<file path="config.mk">
export PLATFORM = sky130hd
export DESIGN_NAME = moore_t_sequencer
export DESIGN_NICKNAME = d
export VERILOG_FILES = /design/src/rtl/moore_seq_pkg.sv /design/src/rtl/tff_ref_model.sv /design/src/rtl/moore_t_sequencer.sv
export SDC_FILE = /design/constraint.sdc
export NUM_CORES = 1
export LEC_CHECK = 0
export CAP_MARGIN = 10
export CELL_PAD_IN_SITES_DETAIL_PLACEMENT = 1
export CELL_PAD_IN_SITES_GLOBAL_PLACEMENT = 2
export CORE_MARGIN = 3
export CORE_UTILIZATION = 29
export DETAILED_ROUTE_END_ITERATION = 10
export PLACE_DENSITY = 0.83
export SLEW_MARGIN = 20
export SYNTH_ARGS = -nofsm -noshare
export SYNTH_HDL_FRONTEND = slang
export SYNTH_HIERARCHICAL = 1
export SYNTH_SLANG_ARGS = --single-unit
export TNS_END_PERCENT = 30
</file>
<file path="constraint.sdc">
create_clock -name clk -period 2.2 [get_ports clk]
set_input_delay 0.44 -clock clk [delete_from_list [all_inputs] [get_ports clk]]
set_output_delay 0.44 -clock clk [all_outputs]
set_load 0.01 [all_outputs]
</file>
<file path="src/rtl/moore_seq_pkg.sv">
// Shared types and constants for the moore_t sequencer.
// The optional in-line checker is enabled by defining SEQ_CHECK_EN.
package moore_seq_pkg;

    typedef enum logic [2:0] {
        ST_IDLE,
        ST_CLR,
        ST_DRIVE,
        ST_DRAIN,
        ST_DONE
    } seq_state_t;

    localparam int SEQ_DRAIN_CYCLES = 2;
    localparam int SEQ_DEFAULT_N    = 16;

endpackage

</file>
<file path="src/rtl/tff_ref_model.sv">
// Expected-z generator: a toggle register cleared by clr that flips when en and t are both high.
module tff_ref_model (
    input  logic clk,
    input  logic reset,
    input  logic clr,
    input  logic en,
    input  logic t,
    output logic q
);

    always_ff @(posedge clk or posedge reset) begin
        if (reset) begin
            q <= 1'b0;
        end else if (clr) begin
            q <= 1'b0;
        end else if (en && t) begin
            q <= ~q;
        end
    end

endmodule

</file>
<file path="src/rtl/moore_t_sequencer.sv">
// Sequences a moore_t toggle FSM: clear it, drive a latched x pattern, capture the z stream.
// Defining SEQ_CHECK_EN builds a reference toggle model that flags any captured bit mismatch.
module moore_t_sequencer
    import moore_seq_pkg::*;
#(
    parameter int N     = SEQ_DEFAULT_N,
    parameter int LEN_W = $clog2(N + 1)
) (
    input  logic             clk,
    input  logic             reset,
    input  logic             start,
    input  logic [N-1:0]     pattern,
    input  logic [LEN_W-1:0] len,
    output logic             dut_reset,
    output logic             x,
    input  logic             z,
    output logic             busy,
    output logic             done,
    output logic [N-1:0]     z_capture,
    output logic             mismatch
);

    localparam logic [LEN_W-1:0] N_LEN      = LEN_W'(N);
    localparam logic [1:0]       DRAIN_LAST = 2'(SEQ_DRAIN_CYCLES - 1);

    seq_state_t       state_reg, state_next;
    logic [LEN_W-1:0] idx_reg, idx_next;
    logic [1:0]       drain_reg, drain_next;
    logic [N-1:0]     pat_reg;
    logic [LEN_W-1:0] len_reg, len_sat;
    logic             accept;
    logic [N-1:0]     x_shift;
    logic             x_reg, x_next;
    logic             dut_reset_reg, busy_reg, done_reg;

    // Two-stage tracker: stage 1 lines up with the z response of the tracked bit.
    logic             v0_reg, v1_reg;
    logic [LEN_W-1:0] idx0_reg, idx1_reg;
    logic [N-1:0]     cap_we;
    logic [N-1:0]     z_capture_reg;

    assign len_sat = (len > N_LEN) ? N_LEN : len;

    always_comb begin
        state_next = state_reg;
        idx_next   = idx_reg;
        drain_next = drain_reg;
        accept     = 1'b0;
        unique case (state_reg)
            ST_IDLE: begin
                if (start) begin
                    accept     = 1'b1;
                    state_next = ST_CLR;
                end
            end
            ST_CLR: begin
                idx_next   = '0;
                state_next = (len_reg != '0) ? ST_DRIVE : ST_DONE;
            end
            ST_DRIVE: begin
                if (idx_reg == len_reg - LEN_W'(1)) begin
                    drain_next = '0;
                    state_next = ST_DRAIN;
                end else begin
                    idx_next = idx_reg + LEN_W'(1);
                end
            end
            ST_DRAIN: begin
                if (drain_reg == DRAIN_LAST) begin
                    state_next = ST_DONE;
                end else begin
                    drain_next = drain_reg + 2'd1;
                end
            end
            ST_DONE:  state_next = ST_IDLE;
            default:  state_next = ST_IDLE;
        endcase

        // Outputs are registered, so they are decoded from the state being entered.
        x_shift = pat_reg >> idx_next;
        x_next  = (state_next == ST_DRIVE) && x_shift[0];
    end

    always_ff @(posedge clk or posedge reset) begin
        if (reset) begin
            state_reg     <= ST_IDLE;
            idx_reg       <= '0;
            drain_reg     <= '0;
            pat_reg       <= '0;
            len_reg       <= '0;
            x_reg         <= 1'b0;
            dut_reset_reg <= 1'b0;
            busy_reg      <= 1'b0;
            done_reg      <= 1'b0;
            v0_reg        <= 1'b0;
            v1_reg        <= 1'b0;
            idx0_reg      <= '0;
            idx1_reg      <= '0;
            z_capture_reg <= '0;
        end else begin
            state_reg     <= state_next;
            idx_reg       <= idx_next;
            drain_reg     <= drain_next;
            x_reg         <= x_next;
            dut_reset_reg <= (state_next == ST_CLR);
            busy_reg      <= (state_next != ST_IDLE);
            done_reg      <= (state_next == ST_DONE);
            v0_reg        <= (state_next == ST_DRIVE);
            idx0_reg      <= idx_next;
            v1_reg        <= v0_reg;
            idx1_reg      <= idx0_reg;
            if (accept) begin
                pat_reg       <= pattern;
                len_reg       <= len_sat;
                z_capture_reg <= '0;
            end else begin
                z_capture_reg <= (z_capture_reg & ~cap_we) | (cap_we & {N{z}});
            end
        end
    end

    for (genvar gi = 0; gi < N; gi++) begin : g_cap_we
        assign cap_we[gi] = v1_reg && (idx1_reg == LEN_W'(gi));
    end

`ifdef SEQ_CHECK_EN
    logic bit0_reg;
    logic q_exp;
    logic mismatch_reg;

    always_ff @(posedge clk or posedge reset) begin
        if (reset) begin
            bit0_reg     <= 1'b0;
            mismatch_reg <= 1'b0;
        end else begin
            bit0_reg <= x_next;
            if (accept) begin
                mismatch_reg <= 1'b0;
            end else if (v1_reg && (z != q_exp)) begin
                mismatch_reg <= 1'b1;
            end
        end
    end

    // Model consumes each bit one edge after it is driven, matching moore_t's sampling point.
    tff_ref_model u_ref (
        .clk   (clk),
        .reset (reset),
        .clr   (state_reg == ST_CLR),
        .en    (v0_reg),
        .t     (bit0_reg),
        .q     (q_exp)
    );

    assign mismatch = mismatch_reg;
`else
    assign mismatch = 1'b0;
`endif

    assign x         = x_reg;
    assign dut_reset = dut_reset_reg;
    assign busy      = busy_reg;
    assign done      = done_reg;
    assign z_capture = z_capture_reg;

endmodule

</file>
## Word level (Yosys, flattened, before mapping)

Cells that the tools add are included.

- Flip-flop bits (word level): 58

- Add/sub/neg operators: 3
- Magnitude comparators: 1
- Equal/unequal tests: 25
- Shift operators: 1
- Mux-type cells: 14
- Bitwise operators: 4
- Reductions and logical operators: 23

Operator list:

| operator | count |
|---|---|
| == test 5 x 4 -> 1 bit (second input constant) | 8 |
| bitwise AND 16 bit | 2 |
| == test 5 x 3 -> 1 bit (second input constant) | 4 |
| logical AND 1 bit | 17 |
| two-way mux 16 bit | 1 |
| inverter 16 bit | 1 |
| OR 16 bit | 1 |
| right shift 16 x 5 -> 1 bit | 1 |
| two-way mux 3 bit | 4 |
| one-hot mux 3 bit (4 select lines) | 1 |
| == test 5 x 2 -> 1 bit (second input constant) | 2 |
| two-way mux 5 bit | 2 |
| one-hot mux 5 bit (2 select lines) | 1 |
| == test 3 x 2 -> 1 bit (second input constant) | 3 |
| == test 3 x 1 -> 1 bit (second input constant) | 2 |
| adder 5 x 1 -> 5 bit (second input constant) | 1 |
| == test 5 x 1 -> 1 bit (second input constant) | 1 |
| == test 5 bit | 1 |
| greater-than comparator 5 bit (second input constant) | 1 |
| zero test 5 bit | 1 |
| nonzero test 5 bit | 1 |
| subtractor 5 x 1 -> 5 bit (second input constant) | 1 |
| two-way mux 2 bit | 2 |
| inequality test 2 bit (second input constant) | 2 |
| other kinds (9) | 10 |

## Logic depth before layout (Yosys ltp)

Gate-level depths: netlist (run 1).

- Depth after elaboration: 6
- Mapped depth: 10
- Mapped depth without buffers: 10

## Worst setup path after synthesis (run 1)

No wires, ideal clock.

- Path kind: register -> register
- Start: register len_reg[0]
- End: register x_reg (netlist: x)
- Library setup time: 0.082 ns
- Data arrival time: 2.207 ns
- Data required time: 2.118 ns
- Slack: -0.089 ns
- Stages on the path, launching flop included: 11
- Buffers on the path: 0
- Period minus slack after synthesis: 2.289 ns
- Cells stage by stage: dfrtp_1 -> inv_1 -> ha_1 -> nor3b_2 -> xnor2_1 -> nor3_2 -> or4_4 -> and3_1 -> nand3_1 -> nand4_1 -> o22ai_1

- Word-level cells in the longest chain between the ends: 6
- Elaborated cells on any way between the ends: 11
- Classes of those cells: add/sub (1); eq/ne (2); shift (1); mux (5); reduce/logical (2)

RTL lines:

| element | RTL line | RTL |
|---|---|---|
| start: declaration | moore_t_sequencer.sv:30 | `logic [LEN_W-1:0] len_reg, len_sat;` |
| start signal: assignment | moore_t_sequencer.sv:114 | `len_reg <= len_sat;` |
| subtractor 5 x 1 -> 5 bit | moore_t_sequencer.sv:61 | `if (idx_reg == len_reg - LEN_W'(1)) begin` |
| == test 5 bit | moore_t_sequencer.sv:61 |  |
| two-way mux 5 bit / two-way mux 3 bit (equally long branches) | moore_t_sequencer.sv:61 |  |
| one-hot mux 5 bit (2 select lines) / one-hot mux 3 bit (4 select lines) (equally long branches) | moore_t_sequencer.sv:49 | `unique case (state_reg)` |
| right shift 16 x 5 -> 1 bit / == test 3 x 2 -> 1 bit (equally long branches) | moore_t_sequencer.sv:80, moore_t_sequencer.sv:81 |  |
| logical AND 1 bit * | moore_t_sequencer.sv:81 | `x_next = (state_next == ST_DRIVE) && x_shift[0];` |
| net x_next | moore_t_sequencer.sv:33 | `logic x_reg, x_next;` |
| end signal: assignment | moore_t_sequencer.sv:104 | `x_reg <= x_next;` |
| end: declaration | moore_t_sequencer.sv:33 |  |

Mark *: on every way through the listed nets, which the timed path passes. The rest lies on a longest branch.
A chain may end at the register's enable or synchronous reset.

## Worst setup path after layout (run 1)

Ends and elaborated chain as after synthesis.

==> key figures, run 1 <==
CTS
  • CTS tree: yes
  • CTS buffer count: 9
  • Clock-pin slew on the worst setup and hold paths: 70 ps
  • H-tree lvl count: 3
  • Clock latency on the worst-skew pair: between 300 and 400 ps
  • Root Driver: clkbuf_8
  • Clock sink total: 58
  • Max Buffers Root-to-Sink: 2

Power
  • Leakage: around 1.7 nW
  • Pwr Density: 1499 nW/um2
  • Worst vdd ir: around 0.50 mV

Drt
  • Via density: about 4.8
  • Total number of vias: roughly 2300
  • First DRT Iteration DRCs: 80
  • DRC: 0
  • Post-route ant nets: 0
  • Drt total wl: around 7400 um
  • Per-cell routed wire length: around 15 um
  • Drt pass-1 iters: 4

Global routing
  • Vias in the first global route: between 2000 and 3000
  • Initial antenna violation count: 0
  • Total grt overflow: 0
  • First-pass GRT wire length: 12540 um
  • Largest net degree at the start of global routing: 59
  • Gr usage total: between 10% and 20%

Critical path
  • Worst setup EP type: register
  • Crit path DAT: roughly 2700 ps
  • Worst EP required: 2460 ps
  • Critical-path maximum fanout: 8
  • Crit start category: register
  • Worst Setup Path Type: register to register

Synthesis
  • Warnings from Yosys: 6
  • Mean post-synth cell area: 10.20 um2
  • Top FF cell, synth: dfrtp_1
  • Synth Register Bits: 58
  • Net Count, Synth: a little over 300
  • Area of the mapped netlist: between 2000 and 3000 um2
  • Synth cell types: 46
  • Synth async-reset ratio: 100.0%
  • Number of synthesized flops with an enable pin: 0
  • Post-synthesis sequential area ratio: approximately 52%
  • Syn Inst Count: 276

STA
  • Final period utilization: 110.1%
  • Slew @ Worst Pin: between 600 and 700 ps
  • Setup TNS: -222.2 ps
  • Fin. max-slew vios: 0
  • Clock skew: 8.397 ps
  • Final worst slack: -222.2 ps
  • Final setup vio count: 1
  • Final min period: 2422 ps
  • Fmax: between 0.4 and 0.5 GHz
  • RSZ-0062 raised after global routing: yes
  • Max-slew headroom at the worst pin: about three fifths
  • Hold Fails Final Rpt: 0

Placement
  • Final GP Congestion: between 0.8 and 0.9
  • Dpl cell area: roughly 3600 um2
  • DP HPWL: around 5300 um
  • Buffers on Ports: 44
  • Pre-CTS setup slack: -291.1 ps

Outcome
  • Failing checks: negative setup slack
  • Outcome: finished with violations

Final layout
  • Layout Utilization: about 43%
  • Nets@finish: 376
  • Layout cell share with drive strength beyond 1: approximately a fifth
  • Post-Layout Inst Area: approximately 4000 um2
  • Fill cell count: between 1000 and 1500
  • Area grow syn2layout: 40.98%
  • Antenna cells: 0

Floorplan
  • DIE AREA: approximately 11000 um2
  • Chip Width: 104.5 um
  • Core ar.: around 9300 um2
  • FP Rows: 35
  • Die height: about 100 um
  • Initial core utilization: between 30% and 40%
  • Top Ports: 46

Job
  • MaxCap Viol Count: 0

Worst hold path
  • Hold WC Path Type: register to register
timing repair:
action | in CTS | in global routing
hold endpoints to repair | 0 | 0
setup endpoints to repair | 3 | 3
pin swaps | 7 | 8
hold buffers | 0 | 0
resized for setup | 14 | 5
setup buffers | 0 | 1
synthesized netlist by cell type (2+ instances only):
master / number / area share (%)
nand3_1: 29 / 5.2
a22o_1: 2 / 0.62
o21ai_0: 15 / 2.7
o31ai_1: 2 / 0.53
nand4_1: 5 / 1.1
or3_1: 2 / 0.44
nand2b_1: 5 / 1.1
nor3_1: 8 / 1.4
xor2_1: 2 / 0.62
nand3b_1: 6 / 1.6
dfrtp_1: 58 / 52
clkbuf_1: 10 / 1.3
a21oi_1: 15 / 2.7
and2_1: 2 / 0.44
nand2_1: 31 / 4.1
mux2_2: 10 / 4.0
nor2b_1: 5 / 1.1
nor3b_1: 2 / 0.53
ha_1: 3 / 1.3
inv_1: 7 / 0.93
xnor2_1: 4 / 1.2
nor2_1: 13 / 1.7
mux2_1: 8 / 3.2
mux2i_1: 10 / 3.6
where the power goes:
group | total (W) | internal, W | switching [W] | leakage, nW
registers | 0.00181 | 0.00148 | 0.000334 | 0.744
clock network | 0.00111 | 0.000665 | 0.000441 | 0.109
logic | 0.00303 | 0.00146 | 0.00157 | 0.838
cells in the final DEF, fill, tap and decap left out, types with 2 or more instances in the layout:
master / synthesis / final
nor3b_1: 2 / 2
o21ai_1: 0 / 3
clkbuf_8: 0 / 10
inv_2: 1 / 3
o21ai_0: 15 / 12
mux2i_1: 10 / 8
buf_4: 1 / 28
or3_1: 2 / 2
mux2_1: 8 / 8
dfrtp_1: 58 / 58
mux2_2: 10 / 9
xnor2_1: 4 / 2
a22o_1: 2 / 2
nand4_1: 5 / 5
and2_1: 2 / 2
nor3_2: 1 / 2
clkdlybuf4s50_1: 0 / 44
nand2_1: 31 / 31
nor2_1: 13 / 13
nand3_1: 29 / 29
bufinv_16: 0 / 2
nor2b_1: 5 / 5
nand2b_1: 5 / 5
inv_1: 7 / 5
a21oi_1: 15 / 15
ha_1: 3 / 2
clkinv_2: 0 / 2
nor3_1: 8 / 7
nand3b_1: 6 / 6
cells by family after synthesis:
group                    share of synthesized area [%]
AND/OR/NAND/NOR                                  21.64
flip-flops                                       51.56
AO/OA/AOI/OAI                                    9.112
multiplexers                                     10.76
buffers and inverters                            2.800
XOR/XNOR                                         2.667
adder cells (fa/ha/maj)                          1.333
other                                           0.1332
layout make-up:
cell class	count	area, um2	area share (%)
inverters	8	30.03	0.7566
flip-flops and latches	58	1451	36.57
repair buffers	73	670.6	16.90
clock inverters	5	77.57	1.955
well taps	129	161.4	4.067
clock buffers	11	141.4	3.562
multi-input cells	198	1436	36.19
critical path, cell delays in order (launching register included):
cell     delay (ps)
dfrtp_1         420
inv_2            80
ha_4            290
xor2_4          170
nand3_4         120
o31ai_4         370
mux2i_2         250
buf_4           170
o21ai_0          90
nand3_1          90
nand4_1         120
o22ai_1         170
through the flow:
| stage | std cells | hold WS (ps) | total power (W) |
|---|---|---|---|
| 6_report | 482 | 347.6 | 0.005949 |
| 5_1_grt | 482 | 354.0 | 0.006409 |
| 4_1_cts | 481 | 351.0 | 0.005956 |
| 3_5_place_dp | 465 | 336.4 | 0.004510 |
| 3_3_place_gp | 465 | 335.1 | 0.004413 |
| 2_1_floorplan | 276 | 331.2 | 0.003428 |
path summary, 6_finish.rpt:
path,startpoint,end,slack (ps),cells past startpoint
worst max register to register,len_reg[0],x,-220,11
min in group asynchronous,reset,z_capture[9],470,3
max in group asynchronous,reset,state_reg[0],1460,3
worst min-delay path,v0_reg,v1_reg,350,0
worst min register to register,v0_reg,v1_reg,350,0
worst max-delay path,len_reg[0],x,-220,11
routing by layer:
layer / GRT usage (%) / wire length (um)
met5: 0 / 0
met4: 7.028 / 187
met3: 2.917 / 257
met2: 24.91 / 3810
met1: 16.38 / 3108
(Power assumes the default switching activity.)
==> run 2, diff against run 1 <==
CORE_ASPECT_RATIO = 0.6   (was unset)
CORE_UTILIZATION = 30   (was 29)
PLACE_DENSITY = 0.82   (was 0.83)
==> key figures, run 2 (synthesis results as in run 1) <==
Placement
  • Buffers on Ports: 44 (unchanged)
  • DP HPWL: 5498 um (was 5256 um)
  • Dpl cell area: 3635 um2 (was 3633 um2)
  • Placed cells: 461 (was 465)
  • Final GP Congestion: 0.7897 (was 0.8236)

Drt
  • Wire length on met3: 328 um (was 257 um)
  • Per-cell routed wire length: 16.05 um (was 15.27 um)
  • Total number of vias: 2337 (was 2336)
  • Drt total wl: 7704 um (was 7362 um)
  • Highest routed layer: met4 (unchanged)
  • Via density: 4.869 (was 4.846)
  • First DRT Iteration DRCs: 128 (was 80)
  • Drt pass-1 iters: 4 (unchanged)
  • Routed wire length on met2: 3212 um (was 3810 um)
  • DRC: 0 (unchanged)
  • Met1 wire length: 4055 um (was 3108 um)
  • Post-route ant nets: 0 (unchanged)

Worst hold path
  • Hold Crit Start: v0_reg (unchanged)
  • Hold WC Path Type: register to register (unchanged)
  • Hold path endpoint: v1_reg (unchanged)
  • WHS Path Cells: 0 (unchanged)

Critical path
  • Worst r2r src: len_reg[0] (unchanged)
  • Worst reg2reg path depth: 9 (was 11)
  • Crit start category: register (unchanged)
  • CP max-delay cell: mux2i_4 (was dfrtp_1)
  • Largest stage delay, worst path: 420 ps (about the same)
  • Critical Path, Cell by Cell: buf_4 > nor3_4 > xnor2_4 > o31ai_4 > mux2i_4 > o21ai_1 > nand3_1 > nand4_1 > o22ai_1 (was inv_2 > ha_4 > xor2_4 > nand3_4 > o31ai_4 > mux2i_2 > buf_4 > o21ai_0 > nand3_1 > nand4_1 > o22ai_1)
  • Worst R2R End: x (unchanged)
  • Worst Path Buf+Inv: 1 (was 2)
  • Worst Setup Path Type: register to register (unchanged)
  • R2R Setup Slk: -130 ps (was -220 ps)
  • Worst EP required: 2450 ps (was 2460 ps)
  • Top delay family on crit path: compound AO/OA/AOI/OAI gates (unchanged)
  • Crit path DAT: 2580 ps (was 2680 ps)
  • Worst setup EP type: register (unchanged)
  • Critical-path maximum fanout: 8 (unchanged)

Power
  • Logic pwr share: 50.5% (was 50.9%)
  • Net Sw Frac: 39.67% (was 39.37%)
  • Reg power frac: 28.2% (was 30.5%)
  • Leakage: 1.747 nW (was 1.692 nW)
  • Total Power: 0.006390 W (was 0.005949 W)
  • Switching power: 0.002535 W (was 0.002342 W)
  • Pwr Density: 1564 nW/um2 (was 1499 nW/um2)
  • Clock power frac: 21.3% (was 18.6%)
  • P_int: 0.003855 W (was 0.003607 W)
  • Worst vdd ir: 0.5239 mV (was 0.4996 mV)

CTS
  • Max Buffers Root-to-Sink: 2 (unchanged)
  • Clock latency on the worst-skew pair: 340 ps (about the same)
  • Clock-pin slew on the worst setup and hold paths: 60 ps (was 70 ps)
  • Root Driver: clkbuf_16 (was clkbuf_8)
  • CTS tree: yes (unchanged)
  • CTS buffer count: 9 (unchanged)
  • Clock sink total: 58 (unchanged)
  • H-tree lvl count: 3 (unchanged)

STA
  • Final min period: 2328 ps (was 2422 ps)
  • Clock skew: 7.099 ps (was 8.397 ps)
  • Slew @ Worst Pin: 567.6 ps (was 614.9 ps)
  • Hold Fails Final Rpt: 0 (unchanged)
  • Final worst slack: -128.5 ps (was -222.2 ps)
  • Fin. max-slew vios: 0 (unchanged)
  • Final period utilization: 105.8% (was 110.1%)
  • RSZ-0062 raised after global routing: yes (unchanged)
  • Final setup vio count: 1 (unchanged)
  • Max-slew headroom at the worst pin: 62.08% (was 58.88%)
  • Fmax: 0.4295 GHz (was 0.4128 GHz)

Global routing
  • Total grt overflow: 0 (unchanged)
  • First-pass GRT wire length: 12600 um (was 12540 um)
  • Vias in the first global route: 2375 (was 2518)
  • Initial antenna violation count: 0 (unchanged)
  • Largest net degree at the start of global routing: 59 (unchanged)
  • Gr usage total: 15.81% (was 14.21%)

Final layout
  • Antenna cells: 0 (unchanged)
  • Area grow syn2layout: 45.11% (was 40.98%)
  • Post-Layout Inst Area: 4085 um2 (was 3969 um2)
  • Layout Utilization: 46.34% (was 42.55%)
  • Fill cell count: 970 (was 1037)
  • Nets@finish: 377 (was 376)
  • Most common cell after layout, fill and taps aside: dfrtp_1 (unchanged)
  • Layout cell share with drive strength beyond 1: 22.32% (was 21.25%)
  • Layout Cells excl Fill: 480 (was 482)
  • Commonest non-fill, non-tap cells in the layout: 57 x dfrtp_1, 44 x clkdlybuf4s50_1, 31 x nand2_1 (was 58 x dfrtp_1, 44 x clkdlybuf4s50_1, 31 x nand2_1)

Floorplan
  • FP Rows: 26 (was 35)
  • Initial core utilization: 31.93% (was 30.18%)
  • Die height: 81.04 um (was 104.5 um)
  • Chip Width: 131.1 um (was 104.5 um)
  • Core ar.: 8816 um2 (was 9328 um2)
  • DIE AREA: 10620 um2 (was 10930 um2)
  • Top Ports: 46 (unchanged)

Outcome
  • Outcome: finished with violations (unchanged)
  • Failing checks: negative setup slack (unchanged)

Job
  • MaxCap Viol Count: 0 (unchanged)
[run 2: cell types whose count changed in the layout (fill, tap and decap cells not counted), moves of 2 or more]
cell / previous run / this run
clkinv_2: 2 / 4
clkbuf_8: 10 / 0
o21ai_0: 12 / 7
nor3_2: 2 / 0
clkbuf_16: 0 / 9
o21ai_1: 3 / 7
nor3_4: 0 / 2
[run 2: worst max path at each step]
stage                     startpoint  end  slack (ps)  cells after the start
final                     len_reg[0]    x        -130                      9
after global routing      len_reg[0]    x        -300                     10
after CTS                 len_reg[1]    x        -200                     11
after detailed placement  len_reg[1]    x        -230                     11
after global placement    len_reg[1]    x        -190                     11
after floorplan           len_reg[0]    x           4                     10
[run 2: metrics by stage]
step,setup WS [ps],hold slack (ps),TNS [ps]
finish,-128.5,347.9,-128.5
global route,-300.5,352.9,-300.5
CTS,-199.8,348.7,-199.8
detailed placement,-229.7,336.3,-229.7
global placement,-188.2,336.8,-188.2
floorplan,3.725,331.2,0
[run 2: layout make-up]
class / count / area [um2] / area share, %
inverter: 8 / 30.03 / 0.7351
timing repair buffer: 74 / 690.7 / 16.91
clock inverter: 6 / 57.56 / 1.409
tap: 126 / 157.7 / 3.859
sequential: 58 / 1453 / 35.56
multi-input combinational: 198 / 1468 / 35.93
clock buffer: 10 / 229.0 / 5.605
[run 2: worst register-to-register path: cells and delay by family (launching register included)]
kind	cells	cell delay, ps
mux	1	420
compound gates	3	620
flops	1	380
buf+inv	1	160
simple gates	3	490
xor+xnor	1	190
[run 2: per-layer routing]
metal  global-route usage (%)  vias up
met5                        0        -
met4                    4.928        0
met3                    5.125       10
met2                    22.27       47
met1                    22.89     1153
li1                         -     1127
[run 2: repair_timing]
item                                    in CTS  in global routing
pin swaps                                   11                  4
resized for setup                           22                 10
gates cloned                                 0                  0
endpoints found under the setup margin       1                  2
setup buffers                                2                  1
hold buffers                                 0                  0
[run 2: power by group through the flow]
stage / registers, W / clock network [W] / logic [W]
6_report: 0.00180 / 0.00136 / 0.00323
5_1_grt: 0.00186 / 0.00145 / 0.00353
4_1_cts: 0.00179 / 0.00140 / 0.00302
3_5_place_dp: 0.00181 / 0 / 0.00269
3_3_place_gp: 0.00178 / 0 / 0.00261
2_1_floorplan: 0.00179 / 0 / 0.00164
==> run 3, diff against run 2 <==
HOLD_SLACK_MARGIN = 0.15   (was unset)
PLACE_DENSITY = unset   (was 0.82)
PLACE_DENSITY_LB_ADDON = 0.25   (was unset)
==> key figures, run 3 (synthesis results as in run 1) <==
STA
  • Final min period: 2505 ps (was 2328 ps)
  • Final setup vio count: 1 (unchanged)
  • RSZ-0062 raised after global routing: yes (unchanged)
  • Max-slew headroom at the worst pin: 59.90% (was 62.08%)
  • Fmax: 0.3993 GHz (was 0.4295 GHz)
  • Fin. max-slew vios: 0 (unchanged)
  • Final period utilization: 113.8% (was 105.8%)
  • Final worst slack: -304.6 ps (was -128.5 ps)
  • Slew @ Worst Pin: 598.5 ps (was 567.6 ps)
  • Clock skew: 7.157 ps (was 7.099 ps)
  • Hold Fails Final Rpt: 0 (unchanged)

Global routing
  • Total grt overflow: 0 (unchanged)
  • Gr usage total: 16.50% (was 15.81%)
  • Largest net degree at the start of global routing: 23 (was 59)
  • Initial antenna violation count: 0 (unchanged)
  • First-pass GRT wire length: 12990 um (was 12600 um)
  • Vias in the first global route: 2418 (was 2375)

Final layout
  • Layout cell share with drive strength beyond 1: 25.63% (was 22.32%)
  • Post-Layout Inst Area: 4154 um2 (was 4085 um2)
  • Area grow syn2layout: 47.56% (was 45.11%)
  • Commonest non-fill, non-tap cells in the layout: 58 x dfrtp_1, 44 x clkdlybuf4s50_1, 31 x nand2_1 (was 57 x dfrtp_1, 44 x clkdlybuf4s50_1, 31 x nand2_1)
  • Antenna cells: 0 (unchanged)
  • Most common cell after layout, fill and taps aside: dfrtp_1 (unchanged)
  • Nets@finish: 381 (was 377)
  • Fill cell count: 961 (was 970)
  • Layout Cells excl Fill: 481 (was 480)
  • Layout Utilization: 47.12% (was 46.34%)

Critical path
  • Top delay family on crit path: compound AO/OA/AOI/OAI gates (unchanged)
  • Worst reg2reg path depth: 12 (was 9)
  • R2R Setup Slk: -300 ps (was -130 ps)
  • Worst Setup Path Type: register to register (unchanged)
  • Worst Path Buf+Inv: 3 (was 1)
  • Crit path DAT: 2750 ps (was 2580 ps)
  • CP max-delay cell: o31ai_4 (was mux2i_4)
  • Critical-path maximum fanout: 8 (unchanged)
  • Critical Path Stages: 12 (was 9)
  • Worst r2r src: len_reg[0] (unchanged)
  • Worst R2R End: x (unchanged)
  • Largest stage delay, worst path: 400 ps (was 420 ps)
  • Worst EP required: 2440 ps (was 2450 ps)
  • Crit start category: register (unchanged)
  • Critical Path, Cell by Cell: inv_2 > ha_4 > buf_6 > xnor3_1 > nand3_4 > o31ai_4 > mux2i_4 > buf_12 > o21ai_1 > nand3_1 > nand4_1 > o22ai_1 (was buf_4 > nor3_4 > xnor2_4 > o31ai_4 > mux2i_4 > o21ai_1 > nand3_1 > nand4_1 > o22ai_1)
  • Worst setup EP type: register (unchanged)

Placement
  • Final GP Congestion: 0.8365 (was 0.7897)
  • Dpl cell area: 3620 um2 (was 3635 um2)
  • Pre-CTS setup slack: -334.8 ps (was -229.7 ps)
  • Placed cells: 459 (was 461)
  • DP HPWL: 5735 um (was 5498 um)
  • Buffers on Ports: 44 (unchanged)

CTS
  • Max Buffers Root-to-Sink: 2 (unchanged)
  • Clock-pin slew on the worst setup and hold paths: 50 ps (was 60 ps)
  • H-tree lvl count: 3 (unchanged)
  • CTS tree: yes (unchanged)
  • Clock latency on the worst-skew pair: 330 ps (was 340 ps)
  • Clock sink total: 58 (unchanged)
  • Root Driver: clkbuf_16 (unchanged)
  • Post-CTS Hold Buffers: 0 (unchanged)
  • CTS buffer count: 9 (unchanged)

Drt
  • Met1 wire length: 4176 um (was 4055 um)
  • Wire length on met3: 444 um (was 328 um)
  • Total number of vias: 2366 (was 2337)
  • Drt pass-1 iters: 4 (unchanged)
  • Via density: 4.919 (was 4.869)
  • First DRT Iteration DRCs: 157 (was 128)
  • Highest routed layer: met4 (unchanged)
  • Drt total wl: 8129 um (was 7704 um)
  • Per-cell routed wire length: 16.90 um (was 16.05 um)
  • Post-route ant nets: 0 (unchanged)
  • DRC: 0 (unchanged)
  • Routed wire length on met2: 3405 um (was 3212 um)

Worst hold path
  • WHS Path Cells: 0 (unchanged)
  • Hold Crit Start: v0_reg (unchanged)
  • Hold path endpoint: v1_reg (unchanged)
  • Hold WC Path Type: register to register (unchanged)

Power
  • Pwr Density: 1520 nW/um2 (was 1564 nW/um2)
  • Leakage: 1.786 nW (was 1.747 nW)
  • Worst vdd ir: 0.5321 mV (was 0.5239 mV)

Floorplan
  • Chip Width: 131.1 um (unchanged)
  • Die height: 81.04 um (unchanged)
  • DIE AREA: 10620 um2 (unchanged)
  • Core ar.: 8816 um2 (unchanged)
  • Top Ports: 46 (unchanged)
  • Initial core utilization: 31.93% (unchanged)
  • FP Rows: 26 (unchanged)

Job
  • MaxCap Viol Count: 0 (unchanged)

Outcome
  • Failing checks: negative setup slack (unchanged)
  • Outcome: finished with violations (unchanged)
run 3: changes by cell type in the layout (fill, tap and decap cells not counted), moves of 2 or more:
cell,delta
o21ai_1,-3
nand3_2,+11
clkbuf_1,+2
nand3_1,-11
nor3_2,+2
clkinv_2,-3
buf_6,+2
o21ai_2,+3
run 3: worst register-to-register path, stage by stage (launching register included):
cell and delay [ps]:
dfrtp_1 370, inv_2 60, ha_4 160, buf_6 100, xnor3_1 250, nand3_4 160, o31ai_4 400, mux2i_4 320
buf_12 150, o21ai_1 80, nand3_1 100, nand4_1 90, o22ai_1 180
run 3: worst max-delay path by stage:
stage | start | end | slack [ps]
floorplan | len_reg[0] | x | 4
global placement | len_reg[0] | x | -220
detailed placement | len_reg[0] | x | -330
CTS | len_reg[1] | x | -220
global route | len_reg[0] | x | -420
finish | len_reg[0] | x | -300
run 3: per-layer routing:
layer / vias up / track usage (%)
met5: - / 0
met4: 0 / 5.236
met1: 1179 / 23.88
met2: 47 / 22.87
li1: 1131 / -
met3: 9 / 5.782
run 3: final cells by class:
class	instances	area, um2	area share, %
clock buffer	12	236.5	5.693
clock inverter	1	5.005	0.1205
inverter	8	30.03	0.7229
multi-input combinational	199	1540	37.08
sequential	58	1451	34.94
tap	126	157.7	3.795
timing repair buffer	77	733.2	17.65
run 3: stage by stage:
step / total power, W / hold slack (ps) / setup TNS (ps)
6_report: 0.006312 / 347.9 / -304.6
5_1_grt: 0.006784 / 365.3 / -465.9
4_1_cts: 0.005961 / 346.8 / -217.6
3_5_place_dp: 0.004417 / 335.8 / -334.8
3_3_place_gp: 0.004344 / 335.5 / -220.8
2_1_floorplan: 0.003428 / 331.2 / 0
run 3: power breakdown:
part / internal [W] / total [W] / switching, W
Clock: 0.000738 / 0.00118 / 0.000444
Sequential: 0.00149 / 0.00182 / 0.000339
Combinational: 0.00153 / 0.00331 / 0.00177
Total: 0.00375 / 0.00631 / 0.00256
run 3: timing repair:
action	CTS	global route
pin swaps	8	13
setup endpoints to repair	1	3
setup buffers	5	3
cloned	0	1
resized for setup	21	26
